## src/rtl/quad_counter_gen_if.sv

```systemverilog
// Signal bundle between the quadrature counter and its controller / register file.
// The controller holds the master modport; the counter holds the slave modport.
interface quad_counter_gen_if #(
    parameter int unsigned WIDTH = 16
);
    logic             filterce;
    logic [1:0]       tach;
    logic             index;
    logic             invphase;
    logic [1:0]       mode;
    logic             freeze;
    logic             clear;
    logic             preload_en;
    logic [WIDTH-1:0] preload_val;
    logic             latch;
    logic             idx_en;
    logic             err_clr;
    logic [WIDTH-1:0] count;
    logic [WIDTH-1:0] snapshot;
    logic [WIDTH-1:0] idx_cap;
    logic             idx_valid;
    logic             dir;
    logic             ovf;
    logic             unf;
    logic             err;

    modport master (
        output filterce, tach, index, invphase, mode, freeze, clear, preload_en,
               preload_val, latch, idx_en, err_clr,
        input  count, snapshot, idx_cap, idx_valid, dir, ovf, unf, err
    );

    modport slave (
        input  filterce, tach, index, invphase, mode, freeze, clear, preload_en,
               preload_val, latch, idx_en, err_clr,
        output count, snapshot, idx_cap, idx_valid, dir, ovf, unf, err
    );
endinterface

```

## src/rtl/quad_counter_gen.sv

```systemverilog
// Quadrature encoder counter: sync + glitch filter on A/B/index, x1/x2/x4 decode,
// up/down position count with clear/preload, wrap pulses, snapshot and index capture.
module quad_counter_gen #(
    parameter int unsigned WIDTH      = 16,
    parameter int unsigned FILT_DEPTH = 4
) (
    input logic            clk,
    input logic            rst_n,
    quad_counter_gen_if.slave qc
);
    // Bit order for all conditioning stages: 0 = A, 1 = B, 2 = index.
    logic [2:0]                 r_sync1, r_sync2, r_filt;
    logic [2:0][FILT_DEPTH-1:0] r_taps;

    logic [1:0]       r_last;
    logic             r_idx_last, r_idx_pulse;
    logic             r_step_up, r_step_dn;
    logic             r_err;
    logic [WIDTH-1:0] r_count, r_snapshot, r_idx_cap;
    logic             r_idx_valid, r_dir, r_ovf, r_unf;

    logic [1:0] w_ba;
    logic       w_changed, w_illegal, w_fwd, w_a_chg;
    logic       w_step_up, w_step_dn;
    logic       w_capture;

    always_ff @(posedge clk or negedge rst_n) begin
        if (!rst_n) begin
            r_sync1 <= '0;
            r_sync2 <= '0;
            r_taps  <= '0;
            r_filt  <= '0;
        end else begin
            r_sync1 <= {qc.index, qc.tach};
            r_sync2 <= r_sync1;
            for (int k = 0; k < 3; k++) begin
                if (qc.filterce) begin
                    r_taps[k] <= {r_taps[k][FILT_DEPTH-2:0], r_sync2[k]};
                end
                if (&r_taps[k]) begin
                    r_filt[k] <= 1'b1;
                end else if (~|r_taps[k]) begin
                    r_filt[k] <= 1'b0;
                end
            end
        end
    end

    assign w_ba      = qc.invphase ? {r_filt[0], r_filt[1]} : {r_filt[1], r_filt[0]};
    assign w_changed = (w_ba != r_last);
    assign w_illegal = &(w_ba ^ r_last);
    // For a single-bit Gray step, forward (00->01->11->10) is exactly last.B != new.A.
    assign w_fwd     = r_last[1] ^ w_ba[0];
    assign w_a_chg   = (w_ba[0] != r_last[0]);

    always_comb begin
        w_step_up = 1'b0;
        w_step_dn = 1'b0;
        if (w_changed && !w_illegal && !qc.freeze) begin
            unique case (qc.mode)
                2'b01: begin
                    w_step_up = w_a_chg & w_fwd;
                    w_step_dn = w_a_chg & ~w_fwd;
                end
                2'b10: begin
                    w_step_up = (r_last == 2'b10) && (w_ba == 2'b00);
                    w_step_dn = (r_last == 2'b00) && (w_ba == 2'b10);
                end
                default: begin
                    w_step_up = w_fwd;
                    w_step_dn = ~w_fwd;
                end
            endcase
        end
    end

    always_ff @(posedge clk or negedge rst_n) begin
        if (!rst_n) begin
            r_last      <= '0;
            r_step_up   <= 1'b0;
            r_step_dn   <= 1'b0;
            r_err       <= 1'b0;
            r_idx_last  <= 1'b0;
            r_idx_pulse <= 1'b0;
        end else begin
            r_last      <= w_ba;
            r_step_up   <= w_step_up;
            r_step_dn   <= w_step_dn;
            r_idx_last  <= r_filt[2];
            r_idx_pulse <= r_filt[2] & ~r_idx_last;
            if (w_illegal) begin
                r_err <= 1'b1;
            end else if (qc.err_clr) begin
                r_err <= 1'b0;
            end
        end
    end

    assign w_capture = r_idx_pulse & qc.idx_en;

    always_ff @(posedge clk or negedge rst_n) begin
        if (!rst_n) begin
            r_count     <= '0;
            r_snapshot  <= '0;
            r_idx_cap   <= '0;
            r_idx_valid <= 1'b0;
            r_dir       <= 1'b0;
            r_ovf       <= 1'b0;
            r_unf       <= 1'b0;
        end else begin
            r_ovf <= 1'b0;
            r_unf <= 1'b0;
            if (qc.clear) begin
                r_count <= '0;
            end else if (qc.preload_en) begin
                r_count <= qc.preload_val;
            end else if (r_step_up) begin
                r_count <= r_count + {{(WIDTH-1){1'b0}}, 1'b1};
                r_dir   <= 1'b1;
                r_ovf   <= (r_count == {WIDTH{1'b1}});
            end else if (r_step_dn) begin
                r_count <= r_count - {{(WIDTH-1){1'b0}}, 1'b1};
                r_dir   <= 1'b0;
                r_unf   <= (r_count == '0);
            end
            if (qc.latch) begin
                r_snapshot <= r_count;
            end
            // Capture outranks latch for idx_valid when both land on one edge.
            if (w_capture) begin
                r_idx_cap   <= r_count;
                r_idx_valid <= 1'b1;
            end else if (qc.latch) begin
                r_idx_valid <= 1'b0;
            end
        end
    end

    assign qc.count     = r_count;
    assign qc.snapshot  = r_snapshot;
    assign qc.idx_cap   = r_idx_cap;
    assign qc.idx_valid = r_idx_valid;
    assign qc.dir       = r_dir;
    assign qc.ovf       = r_ovf;
    assign qc.unf       = r_unf;
    assign qc.err       = r_err;
endmodule

```

## src/flat_wrapper.sv

```systemverilog
// flat-port wrapper written by rule: the top's interface ports become plain ports
module quad_counter_gen_flat 
#(
    parameter int unsigned WIDTH      = 16,
    parameter int unsigned FILT_DEPTH = 4
)
  (clk, rst_n, qc_filterce, qc_tach, qc_index, qc_invphase, qc_mode, qc_freeze, qc_clear, qc_preload_en, qc_preload_val, qc_latch, qc_idx_en, qc_err_clr, qc_count, qc_snapshot, qc_idx_cap, qc_idx_valid, qc_dir, qc_ovf, qc_unf, qc_err);
  quad_counter_gen_if #(.WIDTH(WIDTH)) qc_i ();
  input logic clk;
  input logic rst_n;
  input wire logic [$bits(qc_i.filterce)-1:0] qc_filterce;
  input wire logic [$bits(qc_i.tach)-1:0] qc_tach;
  input wire logic [$bits(qc_i.index)-1:0] qc_index;
  input wire logic [$bits(qc_i.invphase)-1:0] qc_invphase;
  input wire logic [$bits(qc_i.mode)-1:0] qc_mode;
  input wire logic [$bits(qc_i.freeze)-1:0] qc_freeze;
  input wire logic [$bits(qc_i.clear)-1:0] qc_clear;
  input wire logic [$bits(qc_i.preload_en)-1:0] qc_preload_en;
  input wire logic [$bits(qc_i.preload_val)-1:0] qc_preload_val;
  input wire logic [$bits(qc_i.latch)-1:0] qc_latch;
  input wire logic [$bits(qc_i.idx_en)-1:0] qc_idx_en;
  input wire logic [$bits(qc_i.err_clr)-1:0] qc_err_clr;
  output wire logic [$bits(qc_i.count)-1:0] qc_count;
  output wire logic [$bits(qc_i.snapshot)-1:0] qc_snapshot;
  output wire logic [$bits(qc_i.idx_cap)-1:0] qc_idx_cap;
  output wire logic [$bits(qc_i.idx_valid)-1:0] qc_idx_valid;
  output wire logic [$bits(qc_i.dir)-1:0] qc_dir;
  output wire logic [$bits(qc_i.ovf)-1:0] qc_ovf;
  output wire logic [$bits(qc_i.unf)-1:0] qc_unf;
  output wire logic [$bits(qc_i.err)-1:0] qc_err;
  assign qc_i.filterce = qc_filterce;
  assign qc_i.tach = qc_tach;
  assign qc_i.index = qc_index;
  assign qc_i.invphase = qc_invphase;
  assign qc_i.mode = qc_mode;
  assign qc_i.freeze = qc_freeze;
  assign qc_i.clear = qc_clear;
  assign qc_i.preload_en = qc_preload_en;
  assign qc_i.preload_val = qc_preload_val;
  assign qc_i.latch = qc_latch;
  assign qc_i.idx_en = qc_idx_en;
  assign qc_i.err_clr = qc_err_clr;
  assign qc_count = qc_i.count;
  assign qc_snapshot = qc_i.snapshot;
  assign qc_idx_cap = qc_i.idx_cap;
  assign qc_idx_valid = qc_i.idx_valid;
  assign qc_dir = qc_i.dir;
  assign qc_ovf = qc_i.ovf;
  assign qc_unf = qc_i.unf;
  assign qc_err = qc_i.err;
  quad_counter_gen #(.WIDTH(WIDTH), .FILT_DEPTH(FILT_DEPTH)) u_core (.clk(clk), .rst_n(rst_n), .qc(qc_i));
endmodule
```

## config.mk

```make
export PLATFORM = sky130hd
export DESIGN_NAME = quad_counter_gen_flat
export DESIGN_NICKNAME = d
export VERILOG_FILES = /design/src/rtl/quad_counter_gen_if.sv /design/src/rtl/quad_counter_gen.sv /design/src/flat_wrapper.sv
export SDC_FILE = /design/constraint.sdc
export NUM_CORES = 1
export LEC_CHECK = 0
export ABC_AREA = 1
export CAP_MARGIN = 10
export CORE_AREA = 2 2 92 94
export CTS_CLUSTER_SIZE = 12
export DETAILED_ROUTE_END_ITERATION = 8
export DIE_AREA = 0 0 94 96
export PLACE_DENSITY = 0.8
export RECOVER_POWER = 25
export SLEW_MARGIN = 20
export SYNTH_ARGS = -nofsm -noshare
export SYNTH_HDL_FRONTEND = slang
export SYNTH_SLANG_ARGS = --single-unit
```

## constraint.sdc

```tcl
create_clock -name clk -period 2.3 [get_ports clk]
set_clock_uncertainty 0.05 [all_clocks]
set_input_delay 0.345 -clock clk [delete_from_list [all_inputs] [get_ports clk]]
set_output_delay 0.345 -clock clk [all_outputs]
set_load 0.01 [all_outputs]
```

==> run_summary.xml <==
<?xml version="1.0" encoding="UTF-8"?>
<metrics>
  <group name="grt">
    <metric name="grt_overflow_total" unit="">0</metric>
    <metric name="global_router_s_overall_resource_usage" unit="">0.2403</metric>
    <metric name="first_global_vias" unit="">3504</metric>
    <metric name="grt_start_max_net_pins" unit="">42</metric>
    <metric name="global_route_wire_length_before_repair" unit="microns">16790</metric>
    <metric name="grt_antenna_before_repair" unit="">0</metric>
  </group>
  <group name="setup_path">
    <metric name="worst-endpoint-required" unit="ns">2.46</metric>
    <metric name="critical_path_peak_fanout" unit="">10</metric>
    <metric name="worstSetupPathType" unit="">flop to flop</metric>
    <metric name="cp_slowest_cell" unit="">sky130_fd_sc_hd__dfrtp_1</metric>
    <metric name="cp_cell_sequence" unit="">inv_2 &gt; buf_4 &gt; ha_1 &gt; nand2_1 &gt; inv_1 &gt; a21oi_1 &gt; nand2_1 &gt; nand2_1 &gt; nand3_1 &gt; o211ai_1 &gt; o21ai_0</metric>
    <metric name="worstReg2RegEnd" unit="">u_core.qc.count[7]</metric>
    <metric name="worst_ep_arrival_time" unit="ns">2.25</metric>
    <metric name="crit_family" unit="">flip-flops</metric>
    <metric name="worst-path-buf-inv" unit="">3</metric>
    <metric name="setup.worst_path.start_class" unit="">flop</metric>
    <metric name="end_kind" unit="">flop</metric>
    <metric name="crit_reg_reg_startpoint" unit="">u_core.r_step_up</metric>
    <metric name="r2r_cells" unit="">11</metric>
    <metric name="worst_path_largest_cell_delay" unit="ns">0.47</metric>
    <metric name="slack_of_the_worst_reg_to_reg_path" unit="ns">0.21</metric>
    <metric name="critical-path-top-cell-by-count" unit="">sky130_fd_sc_hd__nand2_1</metric>
  </group>
  <group name="synthesis">
    <metric name="number_of_nets_in_the_synthesized_netlist" unit="">571</metric>
    <metric name="synth-simple-area-share" unit="">0.2605</metric>
    <metric name="synth_top_cells_by_area" unit="">sky130_fd_sc_hd__dfrtp_1 (49%), sky130_fd_sc_hd__nand2_1 (12%), sky130_fd_sc_hd__inv_1 (6.8%), sky130_fd_sc_hd__ha_1 (5.2%), sky130_fd_sc_hd__nor2_1 (5.0%)</metric>
    <metric name="synth_seq_cells" unit="">80</metric>
    <metric name="synth-warning-count" unit="">0</metric>
    <metric name="yosys.cell_types.count" unit="">30</metric>
    <metric name="synth_seq_area_share" unit="">0.4863</metric>
    <metric name="mean_area_per_synthesized_cell" unit="sq um">7.886</metric>
    <metric name="main_combinational_cell_family_by_area_after_synthesis" unit="">simple AND/OR/NAND/NOR gates</metric>
    <metric name="post_synth_mux_area_share" unit="">0.005471</metric>
    <metric name="synth-xor-area-share" unit="">0.01459</metric>
    <metric name="synth_compound_area_frac" unit="">0.09392</metric>
    <metric name="synthesis.instances" unit="">522</metric>
    <metric name="synth_fa_ha_area_frac" unit="">0.05653</metric>
    <metric name="synthDominantAreaCellType" unit="">sky130_fd_sc_hd__dfrtp_1</metric>
    <metric name="synthesis.area" unit="sq um">4116</metric>
    <metric name="post-synth-top-area-fraction" unit="">0.4863</metric>
  </group>
  <group name="hold_path">
    <metric name="worst_hold_path.num_cells" unit="">0</metric>
    <metric name="min_path_type" unit="">flop to flop</metric>
    <metric name="hp-start" unit="">u_core.r_sync1[0]</metric>
    <metric name="min_delay_endpoint" unit="">u_core.r_sync2[0]</metric>
  </group>
  <group name="routing">
    <metric name="drt-initial-drc-count" unit="">228</metric>
    <metric name="route.antenna.remaining_nets" unit="">0</metric>
    <metric name="finalWirelength" unit="microns">10320</metric>
    <metric name="dr_total_vias" unit="">3769</metric>
    <metric name="drt_first_pass_iters" unit="">4</metric>
    <metric name="wl_per_cell" unit="microns">14.24</metric>
    <metric name="drt_drc_violations_left" unit="">0</metric>
    <metric name="vias_per_cell" unit="">5.199</metric>
  </group>
  <group name="placement">
    <metric name="number_of_buffers_inserted_by_port_buffering" unit="">83</metric>
    <metric name="routabilityCongestion" unit="">0.8991</metric>
    <metric name="detailedPlacementHpwl" unit="microns">7856</metric>
  </group>
  <group name="timing">
    <metric name="grt_setup_unrepaired" unit="">false</metric>
    <metric name="period_minus_slack" unit="ns">2.089</metric>
    <metric name="max_slew.worst_pin.slew" unit="ns">1.018</metric>
    <metric name="report.final.slew_viol_count" unit="">0</metric>
    <metric name="setup-violations-final" unit="">0</metric>
    <metric name="max_slew_margin" unit="">0.3210</metric>
    <metric name="layout_worst_path_cycle_share" unit="">0.9080</metric>
    <metric name="final.setup.tns" unit="ns">0</metric>
    <metric name="achievable-frequency" unit="GHz">0.4788</metric>
    <metric name="final_hold_viol_count" unit="">0</metric>
  </group>
  <group name="power_and_ir_drop">
    <metric name="ir_worst_vdd" unit="mV">0.6545</metric>
    <metric name="static-leakage-power" unit="nW">2.645</metric>
    <metric name="p_per_area" unit="nW/um^2">1448</metric>
  </group>
  <group name="finish">
    <metric name="drive_gt1_frac" unit="">0.06290</metric>
    <metric name="layout.nets" unit="">664</metric>
    <metric name="area.growth.synth_to_final" unit="%">29.48</metric>
    <metric name="final_util" unit="">0.6620</metric>
    <metric name="num_antenna_cells" unit="">0</metric>
  </group>
  <group name="floorplan">
    <metric name="floorplan.core_area" unit="sq um">8051</metric>
    <metric name="chipHeight" unit="microns">96</metric>
    <metric name="die-area" unit="sq um">9024</metric>
    <metric name="fp.dieW" unit="microns">94</metric>
    <metric name="initial_core_util" unit="">0.5113</metric>
    <metric name="placement_rows" unit="">33</metric>
    <metric name="ios" unit="">84</metric>
  </group>
  <group name="clocking">
    <metric name="cts_tree" unit="">yes</metric>
    <metric name="clock_tree.root_cell" unit="">sky130_fd_sc_hd__clkbuf_8</metric>
    <metric name="cts.reportedPaths.clkPinSlew" unit="ns">0.08</metric>
    <metric name="worst_skew_pair.late_latency" unit="ns">0.35</metric>
    <metric name="cts_max_path_buffers" unit="">2</metric>
    <metric name="cts_made_buffers" unit="">9</metric>
    <metric name="htree_levels" unit="">3</metric>
    <metric name="clock-sinks" unit="">80</metric>
  </group>
  <group name="outcome">
    <metric name="status" unit="">finished clean</metric>
  </group>
  <group name="run">
    <metric name="cap_violations" unit="">0</metric>
  </group>
</metrics>
cells by family after synthesis:
| family | count (synthesis) |
|---|---|
| simple gates | 253 |
| fa+ha+maj | 18 |
| buf+inv | 90 |
| flops | 80 |
| compound gates | 73 |
| xor+xnor | 6 |
| mux | 2 |
sequential cells by signal, summed over array words and instances (netlist names):
register / flops
u_core.qc.count: 16
u_core.qc.dir: 1
u_core.qc.err: 1
u_core.qc.idx_cap: 16
u_core.qc.idx_valid: 1
u_core.qc.ovf: 1
u_core.qc.snapshot: 16
u_core.qc.unf: 1
u_core.r_filt: 3
u_core.r_idx_last: 1
u_core.r_idx_pulse: 1
u_core.r_last: 2
u_core.r_step_dn: 1
u_core.r_step_up: 1
u_core.r_sync1: 3
u_core.r_sync2: 3
u_core.r_taps: 12
metal layers:
layer / GRT usage / vias to the layer above / routed length [microns]
met5: 0 / - / 0
met4: 0.07971 / 0 / 204
met3: 0.03524 / 17 / 534
met2: 0.4101 / 131 / 5023
met1: 0.3174 / 1763 / 4559
li1: - / 1858 / -
area by class of cell:
cell class                 instances  area, sq um
clock buffer                      11        141.4
inverter                          78        295.3
multi-input combinational        352         1774
tap                              105        131.4
clock inverter                     5        62.56
fill                             684         2721
timing repair buffer              94        923.4
sequential                        80         2002
where the power goes:
group / internal [mW] / leakage, nW / switching [mW] / total, mW
Combinational: 1.84 / 1.55 / 2.57 / 4.41
Sequential: 1.85 / 0.994 / 0.396 / 2.25
Clock: 0.540 / 0.0966 / 0.530 / 1.07
synthesized netlist by cell type, drive strengths merged:
| cell type | n |
|---|---|
| nand2 | 139 |
| dfrtp | 80 |
| inv | 78 |
| nor2 | 57 |
| o21ai | 35 |
| a21oi | 29 |
| nand3 | 28 |
| ha | 17 |
| nand4 | 13 |
| clkbuf | 12 |
| nor4 | 7 |
| nor3 | 5 |
| o211ai | 4 |
| o22ai | 4 |
| xor2 | 4 |
| or2 | 3 |
| mux2 | 2 |
| xnor2 | 2 |
| fa | 1 |
| nand3b | 1 |
| o21bai | 1 |
repair_timing:
action	CTS	global route
setup buffers	0	0
gates resized for setup	0	1
hold buffers	1	0
hold endpoints to repair	39	0
endpoints found under the setup margin	0	5
worst max-delay path by stage:
stage | startpoint | endpoint | slack, ns | cells after the start
6_report | u_core.r_step_up | u_core.qc.count[7] | 0.21 | 11
5_1_grt | u_core.r_step_up | u_core.qc.count[15] | 0.02 | 13
4_1_cts | u_core.r_step_up | u_core.qc.count[7] | 0.16 | 11
3_5_place_dp | qc_invphase | u_core.r_step_up | 0.14 | 8
3_3_place_gp | qc_invphase | u_core.r_step_up | 0.15 | 8
2_1_floorplan | u_core.r_step_up | u_core.qc.count[13] | 0.34 | 11
per-stage QoR:
stage | cells | worst slack, ns | hold slack, ns | area, sq um | power, mW
2_1_floorplan | 522 | 0.3415 | -0.0005911 | 4116 | 5.029
3_3_place_gp | 708 | 0.1483 | 0.2837 | 5119 | 6.508
3_5_place_dp | 708 | 0.1351 | 0.2864 | 5119 | 6.633
4_1_cts | 725 | 0.1635 | 0.3071 | 5333 | 7.732
5_1_grt | 725 | 0.01520 | 0.3100 | 5330 | 8.425
6_report | 725 | 0.2115 | 0.3034 | 5330 | 7.720
layout by cell type (no fill, tap or decap), types with 2 or more instances in the layout:
cell type                           n
sky130_fd_sc_hd__inv_6              2
sky130_fd_sc_hd__clkbuf_8          10
sky130_fd_sc_hd__dfrtp_1           80
sky130_fd_sc_hd__ha_1              17
sky130_fd_sc_hd__o21ai_0           34
sky130_fd_sc_hd__nor3_1             5
sky130_fd_sc_hd__buf_4              9
sky130_fd_sc_hd__nand2_1          137
sky130_fd_sc_hd__xor2_1             3
sky130_fd_sc_hd__nand3_1           28
sky130_fd_sc_hd__dlygate4sd3_1      6
sky130_fd_sc_hd__or2_1              2
sky130_fd_sc_hd__a21oi_1           29
sky130_fd_sc_hd__nor4_1             7
sky130_fd_sc_hd__inv_1             74
sky130_fd_sc_hd__inv_2              3
sky130_fd_sc_hd__xnor2_1            2
sky130_fd_sc_hd__o22ai_1            4
sky130_fd_sc_hd__o211ai_1           4
sky130_fd_sc_hd__mux2_2             2
sky130_fd_sc_hd__clkinvlp_4         2
sky130_fd_sc_hd__nand4_1           13
sky130_fd_sc_hd__clkdlybuf4s50_1   77
sky130_fd_sc_hd__nor2_1            55
Power figures use the tool's default switching activity.
